**src/rtl/add_seq_pkg.sv**
```systemverilog
// add_seq_pkg
//   Shared definitions for the multi-precision add sequencer: the adder slice
//   width, the FSM state encoding and a helper that derives the slice count
//   from the operand width.
package add_seq_pkg;

  localparam int SLICE_W = 16;

  typedef enum logic [1:0] {
    IDLE = 2'd0,
    RUN  = 2'd1,
    DONE = 2'd2
  } state_t;

  function automatic int sliceCount(int width);
    return width / SLICE_W;
  endfunction

endpackage

```
**src/rtl/add_16_bit.sv**
```systemverilog
// add_16_bit
//   Shared 16-bit adder datapath with carry in/out.
// Ports
//   a, b      : 16-bit addends
//   carryIn   : carry into bit 0
//   sum       : 16-bit sum
//   carryOut  : carry out of bit 15
module add_16_bit (
  input  logic [15:0] a,
  input  logic [15:0] b,
  input  logic        carryIn,
  output logic [15:0] sum,
  output logic        carryOut
);

  assign {carryOut, sum} = {1'b0, a} + {1'b0, b} + {16'b0, carryIn};

endmodule

```
**src/rtl/add_seq_ctrl.sv**
```systemverilog
// add_seq_ctrl
//   Multi-precision add sequencer. Accepts WIDTH-bit operands over a
//   valid/ready handshake and feeds the single add_16_bit instance one
//   16-bit slice per cycle, LSB first, chaining the carry through a register.
//   The result and final carry are held until the consumer takes them.
// Optional feature
//   ADD_SEQ_SUB_EN : adds the in_sub port; when set at accept, b is inverted
//                    slice by slice and the initial carry is forced to 1
//                    (out_cout = 1 then means no borrow).
// Ports
//   clk, rst             : clock, synchronous active-high reset
//   in_valid / in_ready  : operand handshake (ready only while idle)
//   in_a, in_b, in_cin   : operands and carry-in
//   in_sub               : subtract select (ADD_SEQ_SUB_EN only)
//   out_valid / out_ready: result handshake
//   out_sum, out_cout    : registered result and carry-out
//
// state | meaning
// IDLE  | waiting for operands, in_ready high
// RUN   | one 16-bit slice added per cycle
// DONE  | result presented, waiting for out_ready
module add_seq_ctrl
  import add_seq_pkg::*;
#(
  parameter int WIDTH = 64
) (
  input  logic             clk,
  input  logic             rst,
  input  logic             in_valid,
  output logic             in_ready,
  input  logic [WIDTH-1:0] in_a,
  input  logic [WIDTH-1:0] in_b,
  input  logic             in_cin,
`ifdef ADD_SEQ_SUB_EN
  input  logic             in_sub,
`endif
  output logic             out_valid,
  input  logic             out_ready,
  output logic [WIDTH-1:0] out_sum,
  output logic             out_cout
);

  localparam int NSLICE = sliceCount(WIDTH);
  localparam int SCW    = (NSLICE > 1) ? $clog2(NSLICE) : 1;
  localparam logic [SCW-1:0] LAST_SLICE = SCW'(NSLICE - 1);

  state_t           state, stateNext;
  logic [SCW-1:0]   slice;
  logic             carry;
  logic [WIDTH-1:0] aReg, bReg;
  logic             accept, lastSlice;
  logic [15:0]      aSlice, bSlice, sliceSum;
  logic             sliceCout;
`ifdef ADD_SEQ_SUB_EN
  logic             subReg;
`endif

  assign accept    = in_valid && (state == IDLE);
  assign lastSlice = (slice == LAST_SLICE);

  always_ff @(posedge clk) begin
    if (rst) state <= IDLE;
    else     state <= stateNext;
  end

  always_comb begin
    stateNext = state;
    in_ready  = 1'b0;
    out_valid = 1'b0;
    case (state)
      IDLE: begin
        in_ready = 1'b1;
        if (in_valid) stateNext = RUN;
      end
      RUN: begin
        if (lastSlice) stateNext = DONE;
      end
      DONE: begin
        out_valid = 1'b1;
        if (out_ready) stateNext = IDLE;
      end
      default: stateNext = IDLE;
    endcase
  end

  // Slice mux into the shared adder. The carry register is loaded with the
  // slice-0 carry at accept, so every RUN cycle just uses the register.
  assign aSlice = aReg[SLICE_W*slice +: SLICE_W];
`ifdef ADD_SEQ_SUB_EN
  assign bSlice = subReg ? ~bReg[SLICE_W*slice +: SLICE_W] : bReg[SLICE_W*slice +: SLICE_W];
`else
  assign bSlice = bReg[SLICE_W*slice +: SLICE_W];
`endif

  add_16_bit uAdder (
    .a        (aSlice),
    .b        (bSlice),
    .carryIn  (carry),
    .sum      (sliceSum),
    .carryOut (sliceCout)
  );

  always_ff @(posedge clk) begin
    if (rst) begin
      slice    <= '0;
      carry    <= 1'b0;
      aReg     <= '0;
      bReg     <= '0;
      out_sum  <= '0;
      out_cout <= 1'b0;
`ifdef ADD_SEQ_SUB_EN
      subReg   <= 1'b0;
`endif
    end else if (accept) begin
      aReg  <= in_a;
      bReg  <= in_b;
      slice <= '0;
`ifdef ADD_SEQ_SUB_EN
      subReg <= in_sub;
      carry  <= in_sub ? 1'b1 : in_cin;
`else
      carry  <= in_cin;
`endif
    end else if (state == RUN) begin
      out_sum[SLICE_W*slice +: SLICE_W] <= sliceSum;
      carry <= sliceCout;
      if (lastSlice) begin
        out_cout <= sliceCout;
        slice    <= '0;
      end else begin
        slice <= slice + 1'b1;
      end
    end
  end

endmodule

```
**config.mk**
```make
export PLATFORM = sky130hd
export DESIGN_NAME = add_seq_ctrl
export DESIGN_NICKNAME = d
export VERILOG_FILES = /design/src/rtl/add_seq_pkg.sv /design/src/rtl/add_16_bit.sv /design/src/rtl/add_seq_ctrl.sv
export SDC_FILE = /design/constraint.sdc
export NUM_CORES = 1
export LEC_CHECK = 0
export BUFFER_PORTS_ARGS = -buffer_cell sky130_fd_sc_hd__buf_2
export CAP_MARGIN = 20
export CELL_PAD_IN_SITES_DETAIL_PLACEMENT = 1
export CELL_PAD_IN_SITES_GLOBAL_PLACEMENT = 2
export CORE_MARGIN = 1
export CORE_UTILIZATION = 33
export DETAILED_ROUTE_END_ITERATION = 6
export PLACE_DENSITY = 0.94
export SYNTH_ARGS = -nofsm -noshare
export SYNTH_HDL_FRONTEND = slang
export SYNTH_SLANG_ARGS = --single-unit
```
**constraint.sdc**
```tcl
create_clock -name clk -period 7.4 [get_ports clk]
set_clock_uncertainty 0.05 [all_clocks]
set_input_delay 0 -clock clk [delete_from_list [all_inputs] [get_ports clk]]
set_output_delay 0 -clock clk [all_outputs]
set_load 0.01 [all_outputs]
```
; Word-level counts from Yosys, hierarchy flattened
; Index checks and enable logic that the tools add are counted.
; W data, S select, Z words.
[op_classes]
eq_ne = 6
add_sub_neg = 4
div = 0
n_bitwise = 1
n_shift = 4
reduce_logical = 7
n_mul = 0
muxes = 10
n_lt_le_gt_ge = 0
[op_table]
columns = cell, count
row1 = $shiftx A64 B7 Y16, 2
row2 = $bwmux W64, 1
row3 = $shift A16 B34 Y64 const A, 1
row4 = $shiftx A16 B34 Y64, 1
row5 = $neg A6 Y34, 1
row6 = $add A16 B16 Y17, 1
row7 = $add A17 B1 Y17, 1
row8 = $mux W2, 4
row9 = $ne A2 B2 Y1 const B, 3
row10 = $pmux W2 S3, 1
row11 = $reduce_and A3 Y1, 2
row12 = $eq A2 B2 Y1 const B, 2
row13 = $mux W1, 4
row14 = $add A2 B1 Y2 const B, 1
row15 = $eq A2 B1 Y1 const B, 1
row16 = $logic_not A2 Y1, 1
row17 = $reduce_and A2 Y1, 1
row18 = $reduce_bool A2 Y1, 1
row19 = $reduce_or A2 Y1, 1
row20 = $logic_and A1 B1 Y1, 1
row21 = $not A1 Y1, 1
[word_totals]
mem_bits_ro = 0
out_inout_bits = 67
mem_bits_rw = 0
elab_cells = 39
register_bits = 198
in_bits = 133
n_memories = 0
latch_bits = 0

; Longest topological paths before layout
; Gate-level depths: netlist (run 1).
[depth]
depth_word = 5
ltp_mapped = 11

; By module
; A second synthesis (run 1) with hierarchy kept.
[hier_totals]
hier_cells = 921
hier_area_um2 = 8346.8
[by_module_without_submodules]
columns = module, area_each_um2, n_inst, seq_area_each_um2, cells_each
row1 = add_seq_ctrl, 7601.0, 1, 3963.8, 819
row2 = add_16_bit, 745.7, 1, 0.0, 102

; Worst setup path before layout (run 1)
; No wires, ideal clock.
[synth_path]
path_type = reg2reg
startpoint = register slice[0]
endpoint = register out_sum[30]
arrival_time_ns = 3.576
setup_time_ns = 0.136
stages_incl_launch_ff = 12
setup_slack_ns = 3.637
required_time_ns = 7.214
path_cell_list = dfxtp_1 > buf_2 > buf_2 > mux4_2 > fa_1 > fa_1 > a21o_1 > a311o_1 > nand3_1 > a211oi_1 > a311oi_1 > o21ai_0
[synth_via]
elab_chain_len = 5
word_cells_on_any_way = 8
cone_classes = add/sub: 3 / shift: 4 / mux: 1
[synth_lines]
columns = element, line
row1 = "start, declared", add_seq_ctrl.sv:48  ; logic [SCW-1:0] slice;
row2 = "start signal, assigned", add_seq_ctrl.sv:131  ; slice <= slice + 1'b1;
row3 = $shiftx A64 B7 Y16 (on tied branches), "add_seq_ctrl.sv:88, add_seq_ctrl.sv:92"
row4 = $add A16 B16 Y17, add_16_bit.sv:16  ; assign {carryOut, sum} = {1'b0, a} + {1'b0, b} + {16'b0, carryIn};
row5 = $add A17 B1 Y17, add_16_bit.sv:16
row6 = $shiftx A16 B34 Y64, add_seq_ctrl.sv:125  ; out_sum[SLICE_W*slice +: SLICE_W] <= sliceSum;
row7 = $bwmux W64 (*), add_seq_ctrl.sv:125
row8 = "end signal, assigned by index", add_seq_ctrl.sv:125
row9 = "end, declared", add_seq_ctrl.sv:39  ; output logic [WIDTH-1:0] out_sum,
; Mark *: on every way between the ends. The rest lies on a longest branch, timed or not.
; A chain may end at the register's enable or synchronous reset.

; Final worst setup path (run 1)
[layout_path]
startpoint = register slice[0]
endpoint = register out_sum[62]
; Same word-level chain as after synthesis.

==> run_results.csv, run 1 <==
group,metric,value,unit
synth,syn_avg_cell_area,8.93,um^2
timing,slew_headroom,30.1,%
timing,tns,0,ns
worst_setup_path,reg2reg_from,"slice[0]$_SDFFE_PP0P_",
finish,fill_cells,2908,
power,power_density,221,nW/um^2
worst_setup_path,max_stage_delay,0.62,ns
flow_run,maxCapViolations,0,
worst_setup_path,worstPathArrival,4.46,ns
finish,final_cell_mix,"nand2_1, buf_2, dfxtp_1",
clocking,clock_path_buffers,2,
detailed_routing,ant_nets,0,
detailed_routing,avgViaCountPerCell,5.12,
synth,syn-instance-count,932,
timing,setup_violations,0,
power,p_leak,4.79,nW
worst_setup_path,startpoint,"slice[0]$_SDFFE_PP0P_",
hold_path,hold_depth,2,
clocking,numCtsBuffers,17,
detailed_routing,drc,0,
die,die_h,161,um
hold_path,hold_path.class,"input pin to flip-flop",
finish,layout_commonest_cell,"nand2_1",
die,dieArea,25900,um^2
finish,synthToLayoutAreaGrowth,38.1,%
worst_setup_path,critPathTopFamily,"compound AO/OA/AOI/OAI gates",
die,core-area,24500,um^2
die,boundaryPins,200,
grt,grt_pass1_vias,8318,
synth,ys_ff_latch,198,
die,start_util,33.9,%
timing,fmaxAchievable,237,MHz
worst_setup_path,crit_required,7.64,ns
power,vdd_ir_drop_max,0.167,mV
timing,rsz0062_at_grt,"no",
synth,ys_types,45,
synth,synth_area,8320,um^2
placed_design,dpl_cell_area,9530,um^2
synth,synth_edf_count,0,
finish,nets,1380,
worst_setup_path,cp_cell_sequence,"buf_4, mux4_2, fa_1, fa_1, a21o_1, a311o_1, nand3_1, a211oi_1, a311oi_1, o21ai_0",
finish,fin_util,46.8,%
timing,hold_violations,0,
placed_design,hpwl,19000,um
worst_setup_path,critPathMaxFanout,32,
worst_setup_path,crit_type,"flip-flop to flip-flop",
clocking,clock_latency,0.44,ns
synth,syn_nets,1088,
clocking,tritoncts,"yes",
timing,tightest_slew,1.05,ns
timing,hold_ws,0.0993,ns
placed_design,io_buffers,199,
placed_design,routabilityCongestion,0.903,
clocking,cts.sinks,198,
detailed_routing,dr_total_vias,8001,
clocking,cts.clk_slew.worst_paths,0.07,ns
grt,globalRouteTotalUtil,22.6,%
grt,grt_first_pass_wirelength,45000,um
grt,grt-ovfl-total,0,
grt,antenna_found_initial,5,
outcome,outcome,"finished, final reports clean",
worst_setup_path,rr_worst_depth,10,
hold_path,hold_end,"out_sum[18]$_SDFFE_PP0P_",
synth,ys_async_sr_fraction,0,%
detailed_routing,drtIter0Drc,512,
die,fp-row-count,57,
worst_setup_path,r2r_slack,3.18,ns
detailed_routing,wl_per_cell,18.8,um
clocking,h-tree-depth,4,
power,power,0.00253,W
worst_setup_path,crit_buf_inv,1,
worst_setup_path,cp_slowest_cell,"mux4_2",
timing,drv_slew,0,
grt,grt_max_degree,103,
finish,stdcell_area,11500,um^2
worst_setup_path,r2r-end,"out_sum[62]$_SDFFE_PP0P_",
synth,yosysSeqAreaShare,47.6,%
worst_setup_path,crit_path_start_kind,"flip-flop",
hold_path,hp-start,"rst",
detailed_routing,first_pass_iters,5,
finish,drive_gt1_share,22.6,%
clocking,clockRootBuffer,"clkbuf_16",
synth,yosysWarningCount,0,
detailed_routing,routed_wl,29400,um
worst_setup_path,crit_path_end_kind,"flip-flop",
synth,synth_ff_type,"dfxtp_1",
timing,period_share,57.0,%
timing,period_minus_slack,4.22,ns
die,die_x,161,um
worst_setup_path,cp_common_cell,"fa_1",
[cells by family after synthesis]
group / count (synthesis) / share of synthesized area (%)
fa+ha+maj: 23 / 3.64
flops: 198 / 47.6
mux: 34 / 8.92
simple gates: 346 / 17.2
compound gates: 251 / 18.3
buf+inv: 71 / 3.32
xor+xnor: 9 / 0.947
[synthesized netlist by cell type (2+ instances only)]
master / instances / area (um^2)
a211oi_1: 3 / 22.5
a21o_1: 4 / 30.0
a21oi_1: 151 / 756
a22o_1: 32 / 280
a22oi_1: 31 / 233
a311oi_1: 3 / 26.3
a31oi_1: 5 / 31.3
and2_1: 3 / 18.8
buf_1: 3 / 11.3
buf_2: 8 / 40.0
clkbuf_1: 50 / 188
dfxtp_1: 198 / 3960
fa_1: 2 / 40.0
ha_1: 21 / 263
inv_1: 10 / 37.5
mux4_2: 32 / 721
nand2_1: 277 / 1040
nand2_2: 2 / 12.5
nand3_1: 6 / 30.0
nor2_1: 38 / 143
nor2b_1: 7 / 43.8
nor3b_1: 2 / 15.0
nor4b_4: 2 / 47.6
o211ai_1: 4 / 30.0
o21ai_0: 9 / 45.0
o21ai_1: 2 / 10.0
o21bai_1: 2 / 15.0
xnor2_1: 6 / 52.6
xor2_1: 3 / 26.3
[per-layer routing]
layer  global-route usage, %  up-vias  wire length, um
met5                       0        -               10
met4                    11.4        2             1060
met3                    3.51       63             1100
met2                    39.0      222            14600
met1                    27.3     3895            12600
li1                        -     3819                -
[power breakdown]
group	internal (W)	switching, W
Combinational	0.000161	0.000206
Sequential	0.00111	0.0000305
Clock	0.000611	0.000415
[worst register-to-register path, stage by stage, from the launching register on]
cell and delay [ns]:
dfxtp_2 0.47, buf_4 0.59, mux4_2 0.64, fa_1 0.44, fa_1 0.42, a21o_1 0.21
a311o_1 0.42, nand3_1 0.16, a211oi_1 0.09, a311oi_1 0.44, o21ai_0 0.16
[repair_timing]
| action | in CTS | in global routing |
|---|---|---|
| endpoints found under the hold margin | 133 | 0 |
| hold buffers | 131 | 0 |
| gates resized for setup | 0 | 0 |
| buffers inserted | 0 | 0 |
[state kept, by name, indices dropped and copies added (netlist names)]
name / flops
slice: 2
carry: 1
aReg: 64
out_sum: 64
bReg: 64
out_cout: 1
state: 2
[layout make-up]
class                   instances  area (um^2)  share of cell area, %
multi-input cells             663         4090                   35.6
flip-flops and latches        198         3970                   34.5
repair buffers                334         2340                   20.4
clock buffers                  20          447                   3.89
well taps                     324          405                   3.53
clock inverters                11          195                   1.70
inverters                      10         37.5                  0.327
diodes                          4         10.0                 0.0871
[per-stage QoR]
step | std cells | setup WS (ns)
CTS | 1560 | 3.11
detailed placement | 1398 | 3.13
floorplan | 932 | 3.64
global placement | 1398 | 3.24
finish | 1564 | 3.18
global route | 1564 | 2.85
[worst max-delay path by stage]
stage | slack [ns] | cells after the start | end
2_1_floorplan | 3.64 | 11 | out_sum[30]$_SDFFE_PP0P_
3_3_place_gp | 3.24 | 10 | out_sum[30]$_SDFFE_PP0P_
3_5_place_dp | 3.13 | 10 | out_sum[62]$_SDFFE_PP0P_
4_1_cts | 3.11 | 10 | out_sum[62]$_SDFFE_PP0P_
5_1_grt | 2.85 | 10 | out_sum[62]$_SDFFE_PP0P_
6_report | 3.18 | 10 | out_sum[62]$_SDFFE_PP0P_
Note: power is estimated with default switching activity, not from simulation.
==> run 2: changes to the inputs <==
- CORE_UTILIZATION: 33 -> 32
- PLACE_DENSITY: 0.94 -> 0.92
- clock period: 7.4 -> 4.2 ns (I/O delays scaled with it)
==> run 2 against run 1 <==
- clock power rose by 67%
- critical endpoint is now out_sum[45]$_SDFFE_PP0P_
- largest power group unchanged
- largest cell class unchanged
- count of clock-buffer cells in the layout shrank 1
- routed wire length up 1.6%
- sequential share of layout area fell by 0.086 points
- final area increased by 0.25%
- global-route usage is 0.28 points higher
- die area rose by 3.1%
==> run_results.csv, run 2 (synthesized netlist as in run 1, its figures left out) <==
group,metric,value,unit
outcome,outcome,"finished, final reports clean",
placed_design,place_ws,0.431,ns
clocking,h-tree-depth,4,
die,die_h,163,um
clocking,clock_latency,0.44,ns
finish,nets,1386,
worst_setup_path,crit_required,4.47,ns
timing,rsz0062_at_grt,"no",
detailed_routing,routed_wl,29900,um
timing,period_minus_slack,3.76,ns
timing,fin_ws,0.443,ns
finish,largestRegisters,"aReg (64), bReg (64), out_sum (64)",
finish,drive_gt1_share,23.2,%
placed_design,dpl_cell_area,9580,um^2
power,p_leak,4.81,nW
timing,tightest_slew,1.11,ns
detailed_routing,wl_per_cell,18.9,um
grt,grt_pass1_vias,8325,
detailed_routing,route.met3.wl,1240,um
power,vdd_ir_drop_max,0.257,mV
worst_setup_path,worstPathArrival,4.02,ns
clocking,cts.sinks,198,
worst_setup_path,crit_path_start_kind,"flip-flop",
worst_setup_path,crit_path_end_kind,"flip-flop",
clocking,cts_resized,0,
timing,hold_violations,0,
detailed_routing,first_pass_iters,4,
grt,antenna_found_initial,2,
timing,tns,0,ns
worst_setup_path,r2r_slack,0.44,ns
finish,fin_util,45.5,%
timing,period_share,89.4,%
timing,hold_ws,0.0274,ns
timing,fmaxAchievable,266,MHz
detailed_routing,drc,0,
clocking,numCtsBuffers,17,
timing,drv_slew,0,
finish,synthToLayoutAreaGrowth,38.4,%
die,core-area,25300,um^2
hold_path,hold_path.class,"input pin to flip-flop",
clocking,tritoncts,"yes",
detailed_routing,drtIter0Drc,555,
detailed_routing,top_layer,"met4",
timing,setup_violations,0,
detailed_routing,wl_met1,12800,um
hold_path,hold_depth,2,
clocking,clock_path_buffers,2,
grt,grt_max_degree,105,
finish,layout_commonest_cell,"nand2_1",
finish,final_cell_mix,"nand2_1, buf_2, dfxtp_1",
flow_run,maxCapViolations,0,
worst_setup_path,critPathMaxFanout,19,
detailed_routing,met2_length,14900,um
finish,stdcell_area,11500,um^2
die,dieArea,26700,um^2
power,power_density,381,nW/um^2
die,boundaryPins,200,
die,fp-row-count,58,
detailed_routing,avgViaCountPerCell,5.10,
die,start_util,32.9,%
grt,grt_first_pass_wirelength,46300,um
placed_design,routabilityCongestion,0.876,
grt,grt-ovfl-total,0,
placed_design,io_buffers,199,
clocking,cts.clk_slew.worst_paths,0.07,ns
clocking,clockRootBuffer,"clkbuf_16",
placed_design,hpwl,19900,um
worst_setup_path,rr_worst_depth,9,
timing,slew_headroom,25.8,%
detailed_routing,dr_total_vias,8034,
worst_setup_path,crit_type,"flip-flop to flip-flop",
grt,globalRouteTotalUtil,22.9,%
detailed_routing,ant_nets,0,
die,die_x,163,um
run 2: worst paths after layout:
check                           startpoint                        to
setup reg to reg     slice[0]$_SDFFE_PP0P_  out_sum[45]$_SDFFE_PP0P_
hold / removal                         rst  out_sum[37]$_SDFFE_PP0P_
setup / recovery     slice[0]$_SDFFE_PP0P_  out_sum[45]$_SDFFE_PP0P_
hold reg to reg   out_sum[46]$_SDFFE_PP0P_  out_sum[46]$_SDFFE_PP0P_
run 2: repair_timing:
item | CTS | global route
endpoints found under the hold margin | 133 | 0
setup buffers | 0 | 0
hold buffers | 131 | 0
run 2: area by class of cell:
type | instances | area (um^2)
antenna | 3 | 7.51
clock buffer | 19 | 453
clock inverter | 13 | 168
fill | 2953 | 13800
inverter | 10 | 37.5
multi-input combinational | 663 | 4090
sequential | 198 | 3970
tap | 330 | 413
timing repair buffer | 340 | 2380
run 2: critical path, cell delays in order, from the launching register on:
cell,delay [ns]
dfxtp_2,0.53
buf_4,0.42
mux4_2,0.59
ha_1,0.37
nand3_1,0.16
a21oi_1,0.21
o2111ai_1,0.23
and4b_1,0.26
or4_4,0.57
a22o_1,0.23
run 2: metrics by stage:
step	total power (W)	cells
floorplan	0.00238	932
global placement	0.00258	1410
detailed placement	0.00260	1410
CTS	0.00441	1573
global route	0.00456	1575
finish	0.00439	1576
run 2: power breakdown:
part | leakage (nW) | internal (W) | switching, W
Clock | 0.301 | 0.000977 | 0.000745
Sequential | 1.62 | 0.00196 | 0.0000545
Combinational | 2.89 | 0.000288 | 0.000364
Total | 4.81 | 0.00322 | 0.00116
run 2: metal layers:
metal  up-vias  GRT usage, %
met4         0          8.62
met3        47          3.78
met2       221          40.0
met1      3925          28.1
li1       3841             -
met5         -             0
==> run 3: changes to the inputs <==
- CORE_ASPECT_RATIO: unset -> 0.8
- GPL_ROUTABILITY_DRIVEN: unset -> 0
==> run 3 against run 2 <==
- global-route usage grew 0.87 points
- first-iteration DRC count grew 1.1%
- non-clock buffer count shrank 1
- final area is essentially flat
- sequential power is essentially flat
- utilization shrank 0.24 points
- worst hold slack gained 0.094 ns
- final cell count grew 1.1%
- critical path type unchanged
==> run_results.csv, run 3 (synthesized netlist as in run 1, its figures left out) <==
group,metric,value,unit
timing,tightest_slew,1.03,ns
worst_setup_path,r2r_slack,0.47,ns
clocking,clock_latency,0.45,ns
worst_setup_path,crit_required,4.44,ns
detailed_routing,drtIter0Drc,561,
grt,grt_first_pass_wirelength,47900,um
clocking,tritoncts,"yes",
power,vdd_ir_drop_max,0.311,mV
worst_setup_path,r2r-end,"out_sum[62]$_SDFFE_PP0P_",
detailed_routing,wl_per_cell,19.8,um
grt,grt_pass1_vias,8379,
finish,fill_cells,2999,
timing,setup_violations,0,
detailed_routing,dr_total_vias,8089,
worst_setup_path,cp_common_cell,"fa_1",
finish,drive_gt1_share,22.9,%
finish,final_cell_mix,"nand2_1, buf_2, dfxtp_1",
worst_setup_path,crit_end,"out_sum[62]$_SDFFE_PP0P_",
worst_setup_path,worstPathArrival,3.97,ns
grt,globalRouteTotalUtil,23.8,%
outcome,outcome,"finished, final reports clean",
worst_setup_path,critPathMaxFanout,6,
die,die_h,146,um
worst_setup_path,rr_worst_depth,9,
detailed_routing,drc,0,
finish,largestRegisters,"aReg (64), bReg (64), out_sum (64)",
timing,slew_headroom,31.6,%
grt,grt-ovfl-total,0,
clocking,cts.sinks,198,
power,netSwitchingFraction,27.5,%
placed_design,hpwl,20500,um
clocking,cts.clk_slew.worst_paths,0.07,ns
worst_setup_path,crit_type,"flip-flop to flip-flop",
die,boundaryPins,200,
power,p_sw,0.00119,W
die,dieArea,26700,um^2
timing,rsz0062_at_grt,"no",
clocking,cts_resized,0,
finish,nets,1385,
flow_run,maxCapViolations,0,
power,power_density,376,nW/um^2
finish,synthToLayoutAreaGrowth,38.3,%
grt,grt_max_degree,97,
power,p_comb_share,15.4,%
grt,antenna_found_initial,2,
worst_setup_path,cp_cell_sequence,"mux4_2, fa_1, fa_1, a21o_1, a311o_1, nand3_1, a211oi_1, a311oi_1, o21ai_0",
clocking,clockRootBuffer,"clkbuf_16",
die,die_x,182,um
power,internal-power,0.00314,W
worst_setup_path,max_stage_delay,0.55,ns
timing,fmaxAchievable,268,MHz
placed_design,io_buffers,199,
timing,period_share,88.8,%
detailed_routing,first_pass_iters,5,
die,start_util,32.7,%
worst_setup_path,crit_cells,9,
detailed_routing,ant_nets,0,
detailed_routing,routed_wl,31500,um
finish,layout_commonest_cell,"nand2_1",
power,p_leak,4.78,nW
worst_setup_path,cp_slowest_cell,"mux4_2",
power,pwr-share-seq,46.5,%
worst_setup_path,crit_path_start_kind,"flip-flop",
clocking,numCtsBuffers,17,
worst_setup_path,reg2reg_from,"slice[0]$_SDFFE_PP0P_",
clocking,h-tree-depth,4,
timing,fin_ws,0.470,ns
detailed_routing,avgViaCountPerCell,5.08,
worst_setup_path,critPathTopFamily,"compound AO/OA/AOI/OAI gates",
die,fp-row-count,52,
worst_setup_path,startpoint,"slice[0]$_SDFFE_PP0P_",
hold_path,hold_path.class,"input pin to flip-flop",
worst_setup_path,crit_buf_inv,0,
die,core-area,25400,um^2
timing,hold_violations,0,
clocking,clock_path_buffers,2,
placed_design,place_ws,0.505,ns
timing,tns,0,ns
timing,period_minus_slack,3.73,ns
worst_setup_path,crit_path_end_kind,"flip-flop",
power,clkPwrFrac,38.1,%
timing,drv_slew,0,
-- run 3: cell count changes in the layout (fill, tap and decap cells not counted), sizes merged --
cell      previous run  this run
buf                209       208
diode                3         2
bufinv               3         2
inv                 14        12
clkinvlp             2         3
-- run 3: routing by layer --
layer | routed length (um) | part of all wire (%) | GRT usage [%]
met4 | 781 | 2.5 | 9.08
met3 | 1690 | 5.4 | 4.04
met5 | 0 | 0 | 0
met1 | 14100 | 45 | 31.3
met2 | 15000 | 48 | 39.0
-- run 3: final cells by class --
cell class	instances	area (um^2)	area share [%]
Antenna cell	2	5.00	0.0435
Clock buffer	19	443	3.85
Clock inverter	11	126	1.10
Inverter	10	37.5	0.326
Multi-Input combinational cell	663	4090	35.5
Sequential cell	198	3970	34.5
Tap cell	351	439	3.82
Timing Repair Buffer	339	2400	20.9
-- run 3: worst reg2reg max path, cell delays in order (launching register included) --
cell,delay [ns]
dfxtp_2,0.46
mux4_2,0.55
fa_1,0.44
fa_1,0.43
a21o_1,0.21
a311o_1,0.42
nand3_1,0.16
a211oi_1,0.09
a311oi_1,0.55
o21ai_0,0.21
-- run 3: repair_timing --
| item | 4_1_cts | 5_1_grt |
|---|---|---|
| endpoints found under the hold margin | 133 | 0 |
| hold buffers | 131 | 0 |
| setup buffers | 0 | 0 |
-- run 3: power by group through the flow --
stage	combinational [W]	clock, W	sequential [W]
detailed placement	0.000553	0	0.00205
floorplan	0.000346	0	0.00203
CTS	0.000649	0.00166	0.00201
global placement	0.000541	0	0.00205
finish	0.000668	0.00165	0.00201
global route	0.000720	0.00173	0.00202
-- run 3: metrics by stage --
step	util [%]	hold WS, ns	total power [W]	std cells	area, um^2
3_5_place_dp	37.8	0.202	0.00260	1430	9630
3_3_place_gp	37.8	0.196	0.00259	1430	9630
4_1_cts	45.2	0.131	0.00432	1591	11500
2_1_floorplan	-	0.0860	0.00238	932	8320
5_1_grt	45.2	0.176	0.00447	1593	11500
6_report	45.2	0.121	0.00433	1593	11500
-- run 3: how the worst min path moves through the flow --
stage | end | depth (start not counted) | startpoint
CTS | out_sum[19]$_SDFFE_PP0P_ | 2 | rst
detailed placement | aReg[44]$_SDFFE_PP0P_ | 3 | in_a[44]
floorplan | aReg[0]$_SDFFE_PP0P_ | 2 | in_a[0]
global placement | bReg[50]$_SDFFE_PP0P_ | 3 | in_b[50]
global route | out_sum[19]$_SDFFE_PP0P_ | 2 | rst
finish | out_sum[19]$_SDFFE_PP0P_ | 2 | rst
